[src/rtl/rv_pipe_pkg.sv]
// Shared fetch-pipeline types: bubble instruction, BHT counter encoding,
// IF/ID bundle layout and the saturating counter update.
package rv_pipe_pkg;

  localparam int XLEN = 32;
  localparam logic [XLEN-1:0] NOP_INSTR = 32'h0000_0013;

  typedef enum logic [1:0] {
    SNT = 2'b00,
    WNT = 2'b01,
    WT  = 2'b10,
    ST  = 2'b11
  } ctr_e;

  typedef struct packed {
    logic [XLEN-1:0] instr;
    logic [XLEN-1:0] pc;
    logic [XLEN-1:0] pc_plus4;
    logic            pred_taken;
    logic [XLEN-1:0] pred_target;
  } ifid_t;

  function automatic ctr_e ctr_next(ctr_e c, logic taken);
    if (taken) return (c == ST) ? ST : ctr_e'(c + 2'd1);
    return (c == SNT) ? SNT : ctr_e'(c - 2'd1);
  endfunction

endpackage

[src/rtl/fetch_predict_stage_if.sv]
// Instruction-memory, EX-resolution and IF/ID bundle between the fetch stage
// (master) and the surrounding pipeline (slave).
interface fetch_predict_stage_if;
  import rv_pipe_pkg::*;

  logic [XLEN-1:0] imem_addr;
  logic [XLEN-1:0] imem_rdata;
  logic            update_e;
  logic [XLEN-1:0] pc_e;
  logic            is_jump_e;
  logic            taken_e;
  logic [XLEN-1:0] target_e;
  logic            redirect_e;
  logic [XLEN-1:0] redirect_pc_e;
  logic [XLEN-1:0] instr_d;
  logic [XLEN-1:0] pc_d;
  logic [XLEN-1:0] pc_plus4_d;
  logic            pred_taken_d;
  logic [XLEN-1:0] pred_target_d;

  modport master (
    output imem_addr, instr_d, pc_d, pc_plus4_d, pred_taken_d, pred_target_d,
    input  imem_rdata, update_e, pc_e, is_jump_e, taken_e, target_e,
           redirect_e, redirect_pc_e
  );

  modport slave (
    input  imem_addr, instr_d, pc_d, pc_plus4_d, pred_taken_d, pred_target_d,
    output imem_rdata, update_e, pc_e, is_jump_e, taken_e, target_e,
           redirect_e, redirect_pc_e
  );

endinterface

[src/rtl/branch_target_buffer.sv]
// Direct-mapped BTB with per-entry 2-bit counter: combinational lookup port
// and a single training write port driven by EX resolution.
module branch_target_buffer
  import rv_pipe_pkg::*;
#(
  parameter int IDX_BITS = 4
) (
  input  logic            clk,
  input  logic            rst_n,
  input  logic [XLEN-1:0] lookup_pc_i,
  output logic            pred_taken_o,
  output logic [XLEN-1:0] pred_target_o,
  input  logic            upd_i,
  input  logic [XLEN-1:0] upd_pc_i,
  input  logic            upd_jump_i,
  input  logic            upd_taken_i,
  input  logic [XLEN-1:0] upd_target_i
);

  localparam int ENTRIES = 1 << IDX_BITS;
  localparam int TAG_W   = XLEN - IDX_BITS - 2;

  logic [ENTRIES-1:0] valid_q;
  logic [ENTRIES-1:0] jump_q;
  ctr_e               ctr_q [ENTRIES];
  logic [TAG_W-1:0]   tag_q [ENTRIES];
  logic [XLEN-1:0]    tgt_q [ENTRIES];

  logic [IDX_BITS-1:0] l_idx, u_idx;
  logic [TAG_W-1:0]    l_tag, u_tag;
  logic                l_hit, u_hit, u_write_tgt, u_alloc;
  logic                unused_pc_lsbs;

  assign unused_pc_lsbs = ^{lookup_pc_i[1:0], upd_pc_i[1:0]};

  assign l_idx = lookup_pc_i[IDX_BITS+1:2];
  assign l_tag = lookup_pc_i[XLEN-1:IDX_BITS+2];
  assign l_hit = valid_q[l_idx] && (tag_q[l_idx] == l_tag);

  assign pred_taken_o  = l_hit && (jump_q[l_idx] || (ctr_q[l_idx] inside {WT, ST}));
  assign pred_target_o = tgt_q[l_idx];

  assign u_idx = upd_pc_i[IDX_BITS+1:2];
  assign u_tag = upd_pc_i[XLEN-1:IDX_BITS+2];
  assign u_hit = valid_q[u_idx] && (tag_q[u_idx] == u_tag);

  // Jumps always (re)write the target; conditional branches only when taken.
  assign u_write_tgt = upd_i && (upd_jump_i || upd_taken_i);
  assign u_alloc     = u_write_tgt && !u_hit;

  always_ff @(posedge clk or negedge rst_n) begin
    if (!rst_n) begin
      valid_q <= '0;
      jump_q  <= '0;
      for (int i = 0; i < ENTRIES; i++) ctr_q[i] <= WNT;
    end else if (upd_i) begin
      if (u_alloc) begin
        valid_q[u_idx] <= 1'b1;
        jump_q[u_idx]  <= upd_jump_i;
        ctr_q[u_idx]   <= WT;
      end else if (u_hit && upd_jump_i) begin
        jump_q[u_idx] <= 1'b1;
      end else if (u_hit) begin
        ctr_q[u_idx] <= ctr_next(ctr_q[u_idx], upd_taken_i);
      end
    end
  end

  // Tag and target are only meaningful behind a valid bit, so they carry no reset.
  always_ff @(posedge clk) begin
    if (u_write_tgt) begin
      tgt_q[u_idx] <= upd_target_i;
      if (u_alloc) tag_q[u_idx] <= u_tag;
    end
  end

endmodule

[src/rtl/fetch_predict_stage.sv]
// Instruction-fetch stage: PC register with BTB-driven next-PC prediction,
// EX redirect, and the IF/ID pipeline register feeding the decoder.
module fetch_predict_stage #(
  parameter logic [31:0] RESET_PC  = 32'h0000_0000,
  parameter int          IDX_BITS  = 4,
  parameter logic [31:0] NOP_INSTR = rv_pipe_pkg::NOP_INSTR
) (
  input  logic                  clk,
  input  logic                  rst_n,
  input  logic                  stall_f,
  input  logic                  stall_d,
  input  logic                  flush_d,
  fetch_predict_stage_if.master bus
);
  import rv_pipe_pkg::*;

  localparam ifid_t BUBBLE = '{instr: NOP_INSTR, pc: '0, pc_plus4: '0,
                               pred_taken: 1'b0, pred_target: '0};

  logic [XLEN-1:0] pcf_q, pcf_d, pcf_plus4;
  logic            pred_taken_f;
  logic [XLEN-1:0] pred_target_f;
  ifid_t           ifid_q, ifid_d;

  assign pcf_plus4     = pcf_q + 32'd4;
  assign bus.imem_addr = pcf_q;

  branch_target_buffer #(.IDX_BITS(IDX_BITS)) u_btb (
    .clk          (clk),
    .rst_n        (rst_n),
    .lookup_pc_i  (pcf_q),
    .pred_taken_o (pred_taken_f),
    .pred_target_o(pred_target_f),
    .upd_i        (bus.update_e),
    .upd_pc_i     (bus.pc_e),
    .upd_jump_i   (bus.is_jump_e),
    .upd_taken_i  (bus.taken_e),
    .upd_target_i (bus.target_e)
  );

  // A mispredict redirect must win over a fetch stall, or the wrong path keeps running.
  always_comb begin
    pcf_d = pcf_plus4;
    if (bus.redirect_e)    pcf_d = bus.redirect_pc_e;
    else if (stall_f)      pcf_d = pcf_q;
    else if (pred_taken_f) pcf_d = pred_target_f;
  end

  always_comb begin
    ifid_d = ifid_q;
    if (flush_d) begin
      ifid_d = BUBBLE;
    end else if (!stall_d) begin
      ifid_d = '{instr: bus.imem_rdata, pc: pcf_q, pc_plus4: pcf_plus4,
                 pred_taken: pred_taken_f, pred_target: pred_target_f};
    end
  end

  always_ff @(posedge clk or negedge rst_n) begin
    if (!rst_n) begin
      pcf_q  <= RESET_PC;
      ifid_q <= BUBBLE;
    end else begin
      pcf_q  <= pcf_d;
      ifid_q <= ifid_d;
    end
  end

  assign bus.instr_d       = ifid_q.instr;
  assign bus.pc_d          = ifid_q.pc;
  assign bus.pc_plus4_d    = ifid_q.pc_plus4;
  assign bus.pred_taken_d  = ifid_q.pred_taken;
  assign bus.pred_target_d = ifid_q.pred_target;

endmodule

[src/flat_wrapper.sv]
// flat-port wrapper written by rule: the top's interface ports become plain ports
module fetch_predict_stage_flat import rv_pipe_pkg::*;
#(
  parameter logic [31:0] RESET_PC  = 32'h0000_0000,
  parameter int          IDX_BITS  = 4,
  parameter logic [31:0] NOP_INSTR = rv_pipe_pkg::NOP_INSTR
)
  (clk, rst_n, stall_f, stall_d, flush_d, bus_imem_addr, bus_instr_d, bus_pc_d, bus_pc_plus4_d, bus_pred_taken_d, bus_pred_target_d, bus_imem_rdata, bus_update_e, bus_pc_e, bus_is_jump_e, bus_taken_e, bus_target_e, bus_redirect_e, bus_redirect_pc_e);
  fetch_predict_stage_if bus_i ();
  input  logic clk;
  input  logic rst_n;
  input  logic stall_f;
  input  logic stall_d;
  input  logic flush_d;
  output wire logic [$bits(bus_i.imem_addr)-1:0] bus_imem_addr;
  output wire logic [$bits(bus_i.instr_d)-1:0] bus_instr_d;
  output wire logic [$bits(bus_i.pc_d)-1:0] bus_pc_d;
  output wire logic [$bits(bus_i.pc_plus4_d)-1:0] bus_pc_plus4_d;
  output wire logic [$bits(bus_i.pred_taken_d)-1:0] bus_pred_taken_d;
  output wire logic [$bits(bus_i.pred_target_d)-1:0] bus_pred_target_d;
  input wire logic [$bits(bus_i.imem_rdata)-1:0] bus_imem_rdata;
  input wire logic [$bits(bus_i.update_e)-1:0] bus_update_e;
  input wire logic [$bits(bus_i.pc_e)-1:0] bus_pc_e;
  input wire logic [$bits(bus_i.is_jump_e)-1:0] bus_is_jump_e;
  input wire logic [$bits(bus_i.taken_e)-1:0] bus_taken_e;
  input wire logic [$bits(bus_i.target_e)-1:0] bus_target_e;
  input wire logic [$bits(bus_i.redirect_e)-1:0] bus_redirect_e;
  input wire logic [$bits(bus_i.redirect_pc_e)-1:0] bus_redirect_pc_e;
  assign bus_imem_addr = bus_i.imem_addr;
  assign bus_instr_d = bus_i.instr_d;
  assign bus_pc_d = bus_i.pc_d;
  assign bus_pc_plus4_d = bus_i.pc_plus4_d;
  assign bus_pred_taken_d = bus_i.pred_taken_d;
  assign bus_pred_target_d = bus_i.pred_target_d;
  assign bus_i.imem_rdata = bus_imem_rdata;
  assign bus_i.update_e = bus_update_e;
  assign bus_i.pc_e = bus_pc_e;
  assign bus_i.is_jump_e = bus_is_jump_e;
  assign bus_i.taken_e = bus_taken_e;
  assign bus_i.target_e = bus_target_e;
  assign bus_i.redirect_e = bus_redirect_e;
  assign bus_i.redirect_pc_e = bus_redirect_pc_e;
  fetch_predict_stage #(.RESET_PC(RESET_PC), .IDX_BITS(IDX_BITS), .NOP_INSTR(NOP_INSTR)) u_core (.clk(clk), .rst_n(rst_n), .stall_f(stall_f), .stall_d(stall_d), .flush_d(flush_d), .bus(bus_i));
endmodule
[config.mk]
export PLATFORM = sky130hd
export DESIGN_NAME = fetch_predict_stage_flat
export DESIGN_NICKNAME = d
export VERILOG_FILES = /design/src/rtl/rv_pipe_pkg.sv /design/src/rtl/fetch_predict_stage_if.sv /design/src/rtl/branch_target_buffer.sv /design/src/rtl/fetch_predict_stage.sv /design/src/flat_wrapper.sv
export SDC_FILE = /design/constraint.sdc
export NUM_CORES = 1
export LEC_CHECK = 0
export BUFFER_PORTS_ARGS = -buffer_cell sky130_fd_sc_hd__buf_2
export CAP_MARGIN = 40
export CORE_MARGIN = 2
export CORE_UTILIZATION = 30
export DETAILED_ROUTE_END_ITERATION = 8
export GPL_ROUTABILITY_DRIVEN = 0
export HOLD_SLACK_MARGIN = 0.08
export PLACE_DENSITY = 0.44
export RECOVER_POWER = 50
export SETUP_SLACK_MARGIN = 0.02
export SYNTH_ARGS = -nofsm -noshare
export SYNTH_HDL_FRONTEND = slang
export SYNTH_SLANG_ARGS = --single-unit
[constraint.sdc]
create_clock -name clk -period 3.39 [get_ports clk]
set_clock_uncertainty 0.05 [all_clocks]
set_input_delay 0.1695 -clock clk [delete_from_list [all_inputs] [get_ports clk]]
set_output_delay 0.1695 -clock clk [all_outputs]
set_load 0.05 [all_outputs]
# Word-level counts from Yosys, hierarchy flattened
# Memories as Yosys holds them, arrays and structs flattened.
# Index checks and enable logic that the tools add are counted.
# word_totals
inputBits	137
out_inout_bits	161
regBits	225
elab_cells	114
ram_bits	928
memories	2
# mem_list
name	words	word_bits	rd	rd_clocked_by_memory_dff	wr	line	rtl
u_core.u_btb.tgt_q	16	32	1	0	1	branch_target_buffer.sv:27	logic [XLEN-1:0] tgt_q [ENTRIES];
u_core.u_btb.tag_q	16	26	2	0	1	branch_target_buffer.sv:26	logic [TAG_W-1:0] tag_q [ENTRIES];
# op_classes
order_cmp	6
n_reduce_logical	18
bitwise_logic	7
addsub	3
n_eq_ne	8
mux	46
# ops
cell	count
$mux W129	2
$mux W32	6
$eq A26 B26 Y1	2
$or A16 B16 Y16	3
$add A32 B3 Y32 const B	1
$bwmux W32	1
$mux W16	2
$mux W2	13
$and A16 B16 Y16	1
$bmux W2 S4	2
$bwmux W16	1
$not A16 Y16	1
$mux W1	14
$bmux W1 S4	3
$ge A5 B5 Y1 const B	2
$lt A4 B5 Y1 const B	2
$not A4 Y5	2
$demux W2 S4	1
$logic_and A1 B1 Y1	8
$eq A2 B2 Y1 const B	3
$reduce_bool A2 Y1	3
$lt A5 B1 Y1 const B	1
$demux W1 S4	1
$ge A4 B1 Y1 const B	1
9 further kinds	12

# Depth between registers and ports, before layout
# depth
depth_word	16
depth_mapped	16
ltp_nobuf	9

# Cells and area by module
# From an unflattened synthesis, not the netlist that was laid out.
# hier_totals
hier_cells	2681
hier_area_um2	49665.1
# modules_own_cells
module	seq_area_each_um2	area_per_inst_um2	instances	cells_each
branch_target_buffer	29488.3	42290.6	1	1973
fetch_predict_stage	3982.6	7374.6	1	708

# Least setup slack after synthesis
# OpenSTA, ideal clock, no wires.
# synth_timing
path_kind	input -> register
start	input bus_pc_e[4]
end	memory u_core.u_btb.tag_q[1][0] (netlist bit), enable pin
n_path_buf	5
cell_stages	8
required_ns	2.959
arrival_ns	4.536
path_slack_ns	-1.577
setup_time_ns	0.381
cell_sequence	clkbuf_1 buf_2 clkbuf_1 buf_1 clkbuf_1 nor3_1 nand2_1 inv_1
# synth_between
elab_chain_len	8
word_cells_on_any_way	10
cone_classes	1 x eq/ne; 5 x mux; 3 x reduce/logical; 1 x memory
# synth_rtl
element	line	rtl
start, declared	flat_wrapper.sv:23	input wire logic [$bits(bus_i.pc_e)-1:0] bus_pc_e;
$mem_v2 Z16 W26 / $bmux W1 S4 (equally long branches)	n/a	
$eq A26 B26 Y1 / $mux W1 (equally long branches)	branch_target_buffer.sv:45	assign u_hit = valid_q[u_idx] && (tag_q[u_idx] == u_tag);
$logic_and A1 B1 Y1	branch_target_buffer.sv:45	
$logic_not A1 Y1	branch_target_buffer.sv:49	assign u_alloc = u_write_tgt && !u_hit;
$logic_and A1 B1 Y1	branch_target_buffer.sv:49	
$mux W1	branch_target_buffer.sv:73	if (u_alloc) tag_q[u_idx] <= u_tag;
$mux W1	branch_target_buffer.sv:71	if (u_write_tgt) begin
$mux W1 (not written as such)	branch_target_buffer.sv:73	
end, declared	branch_target_buffer.sv:26	
# Parallel ways exist; a longest one is shown, timed or not. The select of a mux whose other input is x is not followed.

# Worst setup path in the final report
# layout_timing
start	register u_core.pcf_q[2] (netlist: u_core.bus.imem_addr[2])
end	register u_core.pcf_q[2] (netlist: u_core.bus.imem_addr[2])
# layout_between
elab_chain_len	11
word_cells_on_any_way	21
cone_classes	1 x add/sub; 3 x eq/ne; 10 x mux; 1 x bitwise; 4 x reduce/logical; 2 x memory
# layout_rtl
element	line	rtl
start, declared	fetch_predict_stage.sv:20	logic [XLEN-1:0] pcf_q, pcf_d, pcf_plus4;
start signal, assigned	fetch_predict_stage.sv:64	pcf_q <= pcf_d;
$not A4 Y5 (not written as such)	branch_target_buffer.sv:40	assign pred_taken_o = l_hit && (jump_q[l_idx] || (ctr_q[l_idx] inside {WT, ST}));
$bmux W2 S4	branch_target_buffer.sv:40	
$mux W2 (not written as such) (2 in series)	branch_target_buffer.sv:40	
$eq A2 B2 Y1	branch_target_buffer.sv:40	
$reduce_bool A2 Y1	branch_target_buffer.sv:40	
$logic_or A1 B1 Y1	branch_target_buffer.sv:40	
$logic_and A1 B1 Y1	branch_target_buffer.sv:40	
$mux W32 (*)	fetch_predict_stage.sv:46	else if (pred_taken_f) pcf_d = pred_target_f;
$mux W32 (*)	fetch_predict_stage.sv:45	else if (stall_f) pcf_d = pcf_q;
$mux W32 (*)	fetch_predict_stage.sv:44	if (bus.redirect_e) pcf_d = bus.redirect_pc_e;
# Every way passes the cells marked *; elsewhere a longest branch is shown, timed or not. The select of a mux whose other input is x is not followed.
# A chain may end at the register's enable or synchronous reset.

==> reports/summary.txt <==
Post-synth EDFFs: 928
fin crit period: 4.00 ns
initial antenna violation count: 17
combinational power share: 16.8%
pin count of the biggest net entering global routing: 105
Syn Nets: 2972
total of max-cap violations: 2
f_max: 250 MHz
root buffer cell: clkbuf_16
final worst slack: -0.608 ns
Layout Area Growth over Synthesis: 32.0%
Final HPWL DP: 113000 um
Flop pwr share: 44.5%
Netlist cell types: 74
Worst-path clk slew: 0.06 ns
IO Port Bufs: 295
crit-path cells: buf_12 > buf_16 > buf_4 > buf_4 > mux4_2 > a22oi_2 > a21oi_1 > nor3_2 > nand4b_1 > nor4_1 > buf_4 > nand3_4 > buf_12 > buf_12 > o211ai_1 > a31oi_1
Internal Power: 26.7 mW
slew margin rel.: -70.0%
switching portion of total power: 27.5%
violated checks: max-capacitance violations, max-slew violations, negative setup slack
gr ovfl total: 0
core region area: 165000 sq um
number of global-route vias before repair: 33200
CP Max Fanout: 6
Syn. warnings: 0
FFs w/ async S/R, synth: 19.4%
Placed Cells incl. Taps: 5532
status: finished with violations
final max-slew violation count: 182
leading post-synthesis cells by cell area: edfxtp_1, mux4_2, dfrtp_1
Psw: 10.1 mW
vias: 32000
top cell type's share of synthesized area: 55.7%
# fillers: 14900
Cell Pwr Density: 557 nW/um^2
critical path arrival: 4.58 ns
CTS sink cnt: 1151
Yosys reg bits: 1151
first-pass GRT wire length: 257000 um
nets: 3880
Netlist Area Pre-Place: 50100 sq um
Initial Utilization: 30.3%
final WL: 185000 um
Final setup viols: 513
CTS Buffer Depth: 3
final hold violations: 0
Top delay family on crit path: buffers and inverters
full die area: 170000 sq um
number of I/O pins: 298
post-synthesis average cell area: 17.7 sq um
CP Capture Type: register
Worst Tran Pin Value: 2.55 ns
sum of buffers and inverters on the critical path: 7
CTS Buf Count: 130
critical path type: reg -> reg
hold crit path type: in -> reg
max incr delay on CP: 0.54 ns
Worst path slowest cell: dfrtp_4
overall global routing resource usage: 21.4%
DRT iter0 DRCs: 2995
non-filler instance count after layout: 6043
Top FF cell, synth: edfxtp_1
drt drc: 0
RSZ-0062 raised after global routing: true
Pleak: 24.1 nW
Peak supply drop: 536 uV
Routed wire per std cell: 30.5 um
Pre-antenna DRT Iters: 5
CTS tree: done
Mapped Cells: 2834
Critical Path RT: 3.97 ns
Worst-Skew Late Latency: 0.78 ns
Power, Total: 36.8 mW
share of cells above drive strength 1: 37.1%
die width: 413 um
FP Rows: 149
clock share of power: 38.7%
sequential share of the synthesized area: 66.9%
Via density: 5.30
Die Ht: 413 um
period utilisation layout: 118%
Synth area leader: edfxtp_1
Final ANT Viol Nets: 0
H-Tree Depth: 4
CP Launch Type: register
final core occ: 40.0%
stage by stage:
stage / instance area (sq um) / hold slack [ns] / TNS (ns) / setup WS (ns)
global placement: 57400 / 0.235 / -343.94 / -1.49
floorplan: 50400 / -0.176 / -17.65 / -0.0729
CTS: 66000 / 0.0934 / -213.40 / -0.562
finish: 66100 / 0.142 / -227.60 / -0.608
global route: 66100 / 0.129 / -266.89 / -0.656
detailed placement: 57400 / 0.258 / -342.66 / -1.42
layer usage:
| metal | global-route usage [%] | up-vias | part of all wire (%) |
|---|---|---|---|
| li1 | - | 13300 | - |
| met1 | 29.4 | 17300 | 43 |
| met2 | 35.0 | 1180 | 48 |
| met3 | 3.17 | 287 | 5.8 |
| met4 | 6.44 | 8 | 3.1 |
| met5 | 0 | - | 0.028 |
worst min-delay path, stage by stage:
cell	delay, ns
dlygate4sd3_1	0.52
buf_2	0.09
mux2i_1	0.06
nor2_1	0.08
sequential cells by signal, summed over array words and instances, names as in the netlist, 16 cells and up:
| register | flops |
|---|---|
| u_core.u_btb.valid_q | 16 |
| u_core.bus.pred_target_d | 32 |
| u_core.bus.pc_d | 32 |
| u_core.bus.imem_addr | 32 |
| u_core.bus.pc_plus4_d | 30 |
| u_core.u_btb.tgt_q | 512 |
| u_core.u_btb.ctr_q | 32 |
| u_core.bus.instr_d | 32 |
| u_core.u_btb.tag_q | 416 |
| u_core.u_btb.jump_q | 16 |
cell usage in the layout (no fill, tap or decap), drive strengths merged, types with 22 or more instances in the layout:
master / count
edfxtp: 928
buf: 723
mux4: 332
mux2i: 273
clkbuf: 245
dfrtp: 204
nor2: 172
dlygate4sd3: 167
nand2: 61
nor3: 58
xnor2: 49
o21ai: 49
clkinv: 47
a21oi: 42
inv: 38
nor2b: 37
nand3: 37
mux2: 34
a22o: 32
a22oi: 32
xor2: 30
and3: 28
nand2b: 22
what timing repair did:
item,4_1_cts,5_1_grt
buffers inserted,46,25
gates resized for setup,273,47
cloned,42,3
hold buffers,167,0
pin swaps,32,12
hold endpoints to repair,1285,0
setup endpoints to repair,543,525
Yosys cell counts, types with 3 or more instances:
library cell and n:
o22a_1 3, dfrtp_1 204, mux2_2 24, a32o_1 3, xor2_1 30, nand3b_1 4, o22ai_1 13, edfxtp_1 928
o211ai_1 20, nand4_1 7, nor2_1 172, mux2i_1 273, mux2_1 10, nor3_1 58, a211oi_1 5, mux4_2 332
buf_1 24, a221oi_1 20, a21o_1 3, clkbuf_1 85, buf_4 19, a22o_1 32, o221ai_1 6, nor2b_1 37
xnor2_1 49, a21oi_1 42, or3_1 6, a2111oi_0 3, buf_6 5, inv_1 38, a211oi_2 15, nand3_1 37
and3_1 28, and2_1 6, dfstp_2 19, a31oi_1 7, o21ai_0 48, a22oi_1 32, nand2_1 61, nor4_1 7
nand2b_1 22, o2111ai_1 3, buf_2 54
power by group through the flow:
stage | combinational, mW | sequential (mW) | clock, mW
6_report | 6.20 | 16.4 | 14.3
5_1_grt | 6.52 | 16.4 | 15.1
4_1_cts | 6.20 | 16.4 | 14.5
3_5_place_dp | 5.65 | 16.6 | 0
3_3_place_gp | 5.59 | 16.6 | 0
2_1_floorplan | 2.69 | 17.0 | 0
path summary, 6_finish.rpt:
check,startpoint,endpoint,slack [ns],cells past startpoint
setup reg to reg,u_core.bus.imem_addr[2]$_DFFE_PN0P_,u_core.bus.imem_addr[2]$_DFFE_PN0P_,-0.61,16
setup / recovery,u_core.bus.imem_addr[2]$_DFFE_PN0P_,u_core.bus.imem_addr[2]$_DFFE_PN0P_,-0.61,16
min in group asynchronous,rst_n,u_core.bus.instr_d[19]$_DFFE_PN0P_,1.30,3
max in group asynchronous,rst_n,u_core.bus.imem_addr[3]$_DFFE_PN0P_,0.17,3
hold / removal,bus_imem_rdata[16],u_core.bus.instr_d[16]$_DFFE_PN0P_,0.14,4
hold reg to reg,u_core.u_btb.valid_q[0]$_DFFE_PN0P_,u_core.u_btb.valid_q[0]$_DFFE_PN0P_,0.44,2
kinds of logic after synthesis:
| family | share of synthesized area [%] |
|---|---|
| fa+ha+maj | 0.0650 |
| simple gates | 4.37 |
| xor+xnor | 1.38 |
| compound gates | 4.04 |
| flops | 66.9 |
| mux | 21.2 |
| buf+inv | 2.12 |
final cells by class:
type	instances	area (sq um)	area share (%)
Clock inverter	68	736	1.11
Inverter	40	278	0.420
Tap cell	2189	2740	4.14
Sequential cell	1151	33500	50.7
Antenna cell	4	10.0	0.0151
Clock buffer	172	3560	5.39
Multi-Input combinational cell	1455	16500	24.9
Timing Repair Buffer	964	8790	13.3
No activity file was read; power rests on OpenSTA's default activity.
